$ cat src/rtl/learn_pkg.sv
// Shared constants, packet byte layout and FSM encoding for the packet fetch / learnCosts path.
package learn_pkg;

    localparam int MEM_DEPTH  = 1024;
    localparam int MEM_WIDTH  = 8;
    localparam int WORD_WIDTH = 16;
    localparam int ADDR_WIDTH = 10;
    localparam int PKT_BYTES  = 8;
    localparam int IDX_WIDTH  = 4;

    // Byte offset of each field's high byte; the low byte follows it (big-endian).
    localparam logic [2:0] SRC_OFS = 3'd0;
    localparam logic [2:0] BAT_OFS = 3'd2;
    localparam logic [2:0] VAL_OFS = 3'd4;
    localparam logic [2:0] CLU_OFS = 3'd6;

    localparam logic [IDX_WIDTH-1:0] LAST_DATA_IDX = IDX_WIDTH'(PKT_BYTES - 1);

    typedef enum logic [2:0] {
        ST_IDLE      = 3'd0,
        ST_READ      = 3'd1,
        ST_DRAIN     = 3'd2,
        ST_HANDOFF   = 3'd3,
        ST_WAIT_DONE = 3'd4,
        ST_FINISH    = 3'd5
    } fetch_state_e;

endpackage

$ cat src/rtl/pkt_field_assembler.sv
// Collects packet bytes by index and presents them as four big-endian 16-bit fields.
module pkt_field_assembler
    import learn_pkg::*;
(
    input  logic                  clock_i,
    input  logic                  reset_i,
    input  logic                  wrEn_i,
    input  logic [IDX_WIDTH-1:0]  byteIdx_i,
    input  logic [MEM_WIDTH-1:0]  byteData_i,
    output logic [WORD_WIDTH-1:0] sourceId_o,
    output logic [WORD_WIDTH-1:0] batteryStat_o,
    output logic [WORD_WIDTH-1:0] value_o,
    output logic [WORD_WIDTH-1:0] clusterId_o
);

    logic [MEM_WIDTH-1:0] bytes_q [0:PKT_BYTES-1];

    // Indices past the data bytes (the optional checksum byte) never touch the fields.
    always_ff @(posedge clock_i) begin
        if (reset_i) begin
            for (int i = 0; i < PKT_BYTES; i++) begin
                bytes_q[i] <= '0;
            end
        end else if (wrEn_i && (byteIdx_i <= LAST_DATA_IDX)) begin
            bytes_q[byteIdx_i[2:0]] <= byteData_i;
        end
    end

    assign sourceId_o    = {bytes_q[SRC_OFS], bytes_q[SRC_OFS + 3'd1]};
    assign batteryStat_o = {bytes_q[BAT_OFS], bytes_q[BAT_OFS + 3'd1]};
    assign value_o       = {bytes_q[VAL_OFS], bytes_q[VAL_OFS + 3'd1]};
    assign clusterId_o   = {bytes_q[CLU_OFS], bytes_q[CLU_OFS + 3'd1]};

endmodule

$ cat src/rtl/fetch_packet.sv
// Reads one packet from packet memory, hands its fields to learnCosts and waits for completion.
// Optional FETCH_CHECKSUM_EN: reads a ninth XOR checksum byte and adds the pkt_err output.
module fetch_packet
    import learn_pkg::*;
(
    input  logic                  clock,
    input  logic                  reset,
    input  logic                  start_fetch,
    input  logic [ADDR_WIDTH-1:0] base_addr,
    output logic [ADDR_WIDTH-1:0] mem_addr,
    output logic                  mem_ren,
    input  logic [MEM_WIDTH-1:0]  mem_rdata,
    output logic [WORD_WIDTH-1:0] fsourceID,
    output logic [WORD_WIDTH-1:0] fbatteryStat,
    output logic [WORD_WIDTH-1:0] fValue,
    output logic [WORD_WIDTH-1:0] fclusterID,
    output logic                  start_learnCosts,
    input  logic                  done_learnCosts,
    output logic                  busy,
    output logic                  done_fetch
`ifdef FETCH_CHECKSUM_EN
    ,
    output logic                  pkt_err
`endif
);

`ifdef FETCH_CHECKSUM_EN
    localparam logic [IDX_WIDTH-1:0] LAST_READ_IDX = IDX_WIDTH'(PKT_BYTES);
`else
    localparam logic [IDX_WIDTH-1:0] LAST_READ_IDX = IDX_WIDTH'(PKT_BYTES - 1);
`endif

    fetch_state_e          state_q, state_d;
    logic [ADDR_WIDTH-1:0] memAddr_q;
    logic [IDX_WIDTH-1:0]  rdIdx_q;
    logic                  capValid_q;
    logic [IDX_WIDTH-1:0]  capIdx_q;
    logic                  chkBad;
    logic                  startAccepted;

    assign startAccepted = (state_q == ST_IDLE) && start_fetch;
    assign mem_addr      = memAddr_q;

`ifdef FETCH_CHECKSUM_EN
    logic [MEM_WIDTH-1:0] chkAcc_q;
    logic                 errFlag_q;

    // Running XOR of the data bytes; the checksum byte arrives during DRAIN.
    always_ff @(posedge clock) begin
        if (reset) begin
            chkAcc_q  <= '0;
            errFlag_q <= 1'b0;
        end else if (startAccepted) begin
            chkAcc_q  <= '0;
            errFlag_q <= 1'b0;
        end else begin
            if (capValid_q && (capIdx_q <= LAST_DATA_IDX)) begin
                chkAcc_q <= chkAcc_q ^ mem_rdata;
            end
            if ((state_q == ST_DRAIN) && chkBad) begin
                errFlag_q <= 1'b1;
            end
        end
    end

    assign chkBad  = capValid_q && (capIdx_q == LAST_READ_IDX) && (mem_rdata != chkAcc_q);
    assign pkt_err = (state_q == ST_FINISH) && errFlag_q;
`else
    assign chkBad = 1'b0;
`endif

    always_ff @(posedge clock) begin
        if (reset) begin
            state_q    <= ST_IDLE;
            memAddr_q  <= '0;
            rdIdx_q    <= '0;
            capValid_q <= 1'b0;
            capIdx_q   <= '0;
        end else begin
            state_q    <= state_d;
            capValid_q <= mem_ren;
            capIdx_q   <= rdIdx_q;
            // The address stops advancing on the last read so it holds once mem_ren drops.
            if (startAccepted) begin
                memAddr_q <= base_addr;
                rdIdx_q   <= '0;
            end else if (mem_ren && (rdIdx_q != LAST_READ_IDX)) begin
                memAddr_q <= memAddr_q + ADDR_WIDTH'(1);
                rdIdx_q   <= rdIdx_q + IDX_WIDTH'(1);
            end
        end
    end

    always_comb begin
        state_d          = state_q;
        mem_ren          = 1'b0;
        start_learnCosts = 1'b0;
        done_fetch       = 1'b0;
        busy             = (state_q != ST_IDLE);
        case (state_q)
            ST_IDLE: begin
                if (start_fetch) begin
                    state_d = ST_READ;
                end
            end
            ST_READ: begin
                mem_ren = 1'b1;
                if (rdIdx_q == LAST_READ_IDX) begin
                    state_d = ST_DRAIN;
                end
            end
            ST_DRAIN: begin
                state_d = chkBad ? ST_FINISH : ST_HANDOFF;
            end
            ST_HANDOFF: begin
                start_learnCosts = 1'b1;
                state_d          = ST_WAIT_DONE;
            end
            ST_WAIT_DONE: begin
                if (done_learnCosts) begin
                    state_d = ST_FINISH;
                end
            end
            ST_FINISH: begin
                done_fetch = 1'b1;
                state_d    = ST_IDLE;
            end
            default: begin
                state_d = ST_IDLE;
            end
        endcase
    end

    pkt_field_assembler uAssembler (
        .clock_i       (clock),
        .reset_i       (reset),
        .wrEn_i        (capValid_q),
        .byteIdx_i     (capIdx_q),
        .byteData_i    (mem_rdata),
        .sourceId_o    (fsourceID),
        .batteryStat_o (fbatteryStat),
        .value_o       (fValue),
        .clusterId_o   (fclusterID)
    );

endmodule

$ cat config.mk
export PLATFORM = sky130hd
export DESIGN_NAME = fetch_packet
export DESIGN_NICKNAME = d
export VERILOG_FILES = /design/src/rtl/learn_pkg.sv /design/src/rtl/pkt_field_assembler.sv /design/src/rtl/fetch_packet.sv
export SDC_FILE = /design/constraint.sdc
export NUM_CORES = 1
export LEC_CHECK = 0
export CORE_MARGIN = 2
export CORE_UTILIZATION = 43
export CTS_BUF_LIST = sky130_fd_sc_hd__clkbuf_16
export DETAILED_ROUTE_END_ITERATION = 8
export HOLD_SLACK_MARGIN = 0.03
export PLACE_DENSITY = 0.76
export SETUP_SLACK_MARGIN = 0.05
export SYNTH_ARGS = -nofsm -noshare
export SYNTH_HDL_FRONTEND = slang
export SYNTH_SLANG_ARGS = --single-unit
$ cat constraint.sdc
create_clock -name clock -period 1.9 [get_ports clock]
set_input_delay 0.285 -clock clock [delete_from_list [all_inputs] [get_ports clock]]
set_output_delay 0.285 -clock clock [all_outputs]
set_load 0.02 [all_outputs]
==> results.yml <==
floorplan:
  floorplan.initialDensity_pct: 44.7
  dieArea_um2: 8810
  rows: 32
  io_pins: 100
  fp.dieW_um: 93.8
  die_h_um: 93.8
  core_area_um2: 7770
layout:
  layout.area.seq_um2: 2360
  fin_cells: 491
  nets: 408
  drive_gt1_share_pct: 11.8
  areaGrowthSynthToFinish_pct: 42.3
  n_fill_cell: 614
  antenna_cells: 0
  multi_input_area_um2: 1070
worst_setup_path:
  timing.rr.end: "mem_addr[7]$_SDFFE_PP0P_"
  r2r_setup_slack_ns: 0.15
  endpoint_kind: "output pin"
  path_max_fanout: 8
  crit_chain: "or3b_4, inv_6, clkdlybuf4s15_1"
  crit_arrival_ns: 1.50
  start_kind: "flop"
  ff2ff_path_depth: 5
  cp.required_ns: 1.62
  critPathSlowestCell: "or3b_4"
  r2r-start: "state_q[2]$_SDFFE_PP0P_"
  path_class: "flop to output pin"
  slowest_delay_ns: 0.43
detailed_routing:
  totalWireLength_mm: 7.39
  firstDrtPassIters: 4
  routedWlPerCell_um: 15.1
  vias: 2423
  drt_iter0_markers: 83
  drc: 0
  ant_nets: 0
  vias_per_cell: 4.93
placement:
  place_congestion: 0.795
  io_buffer_count: 99
  placed_cells_incl_taps: 475
  dp_slack_ns: -0.0522
  hpwl_mm: 5.28
synthesis:
  synth_area_leaders: "edfxtp_1 55%, dfxtp_1 13%, and2_1 12%"
  synthCells: 265
  netlist_area_um2: 3470
  ys_ff_latch: 86
  synthFlopType: "edfxtp_1"
  synth.distinct_cells: 41
  synth_top_area_share_pct: 55.4
  synth_nets: 289
  synthArstFlopShare_pct: 0
  yosysTopAreaCell: "edfxtp_1"
  yosysSeqAreaShare_pct: 68.1
  synth_warnings: 0
  avgSynthCellArea_um2: 13.1
  synth_edf_count: 64
timing:
  rsz0062_at_grt: "yes"
  max_slew_margin_pct: 68.1
  fin_worst_skew_ns: 0.00844
  tns_ns: 0
  final.setup.worst_slack_ns: 0.112
  finalMaxSlewViolations: 0
  hold_viol_final: 0
  post-route-period-util_pct: 94.1
  setup_viol: 0
  tightest_slew_ns: 0.478
  max_freq_mhz: 559
  fin_crit_ns: 1.79
clock_network:
  cts_hold_buf: 0
  cts_num_sinks: 86
  cts_buffer_depth: 2
  clockRootBuffer: "clkbuf_16"
  clk_latency_ns: 0.33
  clk_pin_slew_worst_paths_ns: 0.06
  htreeDepth: 3
  cts-buffers-inserted: 9
  cts_tree: "built"
power:
  pwr-share-comb_pct: 16.1
  power_switching_uw: 1160
  p_clk_share_pct: 34.8
  powerDensity_nw_per_um2: 912
  vdd_drop_max_mv: 0.552
  seq_power_share_pct: 49.1
  switching_share_pct: 25.7
  internal_power_uw: 3350
  power_leakage_uw: 0.00185
job:
  drv_cap: 0
global_route:
  grt_max_degree: 31
  grt_use_total_pct: 17.3
  antenna_found_initial: 0
  grt_pass1_vias: 2264
  grt_overflow_total: 0
  grt_first_pass_wirelength_mm: 11.2
worst_hold_path:
  hold_start: "rdIdx_q[3]$_SDFFE_PP0P_"
  min_path_cells: 1
  min_to: "capIdx_q[3]$_SDFF_PP0_"
  hold_path.class: "flop to flop"
outcome:
  outcome: "complete, no violations"
how the worst max path moves through the flow:
stage,from,to,slack (ns),cells past startpoint
after floorplan,state_q[1]$_SDFFE_PP0P_,mem_addr[7]$_SDFFE_PP0P_,0.05,6
after global placement,reset,uAssembler.bytes_q[1][0]$_SDFFCE_PN0P_,-0.05,5
after detailed placement,reset,uAssembler.bytes_q[5][1]$_SDFFCE_PN0P_,-0.05,5
after CTS,state_q[2]$_SDFFE_PP0P_,mem_ren,0.07,3
after global routing,state_q[2]$_SDFFE_PP0P_,mem_ren,0.05,3
final,state_q[2]$_SDFFE_PP0P_,mem_ren,0.11,3
cells in the final DEF, fill, tap and decap left out, drive strengths merged, types with 3 or more instances in the layout:
master / count
clkdlybuf4s50: 95
and2: 65
edfxtp: 64
dfxtp: 22
nor2: 19
buf: 15
clkbuf: 10
or2: 9
nor3: 9
nand2: 9
nand3: 7
xor2: 6
a211oi: 6
nand2b: 4
xnor2: 4
nor2b: 4
inv: 4
nand4: 3
or3: 3
clkinv: 3
power groups by stage:
stage,Sequential [uW],Combinational (uW),Clock (uW)
after floorplan,2350,264,0
after global placement,2250,728,0
after detailed placement,2250,737,0
after CTS,2210,733,1590
after global routing,2230,776,1670
final,2210,724,1570
worst max-delay path: cells and delay by family (launching register included):
| kind | cells | cell delay (ns) |
|---|---|---|
| DFF | 1 | 0.33 |
| buffers and inverters | 2 | 0.42 |
| and+or+nand+nor | 1 | 0.43 |
flip-flops by register name (all words and copies together) (netlist names):
signal,cells
capValid_q,1
state_q,3
uAssembler.bytes_q,64
capIdx_q,4
mem_addr,10
rdIdx_q,4
metal layers:
| metal | wire length (um) | share of wire, % | vias up | GRT usage, % |
|---|---|---|---|---|
| met4 | 199 | 2.7 | 0 | 9.54 |
| met2 | 3370 | 46 | 122 | 27.7 |
| li1 | - | - | 1181 | - |
| met3 | 650 | 8.8 | 19 | 5.38 |
| met5 | 0 | 0 | - | 0 |
| met1 | 3170 | 43 | 1101 | 20.9 |
layout make-up:
| class | instances | area share, % |
|---|---|---|
| flip-flops and latches | 86 | 47.8 |
| repair buffers | 114 | 22.2 |
| multi-input cells | 171 | 21.7 |
| clock buffers | 9 | 4.56 |
| well taps | 102 | 2.58 |
| clock inverters | 7 | 0.937 |
| inverters | 2 | 0.253 |
synth_stat cells, types with 2 or more instances:
cell type	count
a211oi_1	6
a21oi_1	2
a311oi_1	2
a31oi_1	2
and2_1	65
buf_2	2
clkbuf_1	2
dfxtp_1	22
edfxtp_1	64
ha_1	2
nand2_1	8
nand2b_1	4
nand3_1	7
nand4_1	3
nor2_1	19
nor2b_1	4
nor3_1	9
o211ai_1	2
or2_2	9
or3_1	2
xnor2_1	4
xor2_1	6
stage by stage:
step	util (%)	hold slack [ns]	area (um^2)	total power (uW)
after floorplan	-	0.435	3470	2620
after global routing	63.6	0.512	4940	4670
after CTS	63.6	0.498	4940	4540
after global placement	60.2	0.491	4680	2980
final	63.6	0.498	4940	4500
after detailed placement	60.2	0.490	4680	2990
cell families after synthesis:
group                    Yosys count  synth area share, %
multiplexers                       1                0.288
flip-flops                        86                 68.1
adder cells (fa/ha/maj)            2                0.721
XOR/XNOR                          10                 2.52
AND/OR/NAND/NOR                  141                 23.7
buffers and inverters              8                 1.12
AO/OA/AOI/OAI                     17                 3.60
timing repair:
action	in CTS	in global routing
pin swaps	0	0
setup endpoints to repair	4	2
setup buffers	0	0
resized for setup	5	2
(Power assumes the default switching activity.)
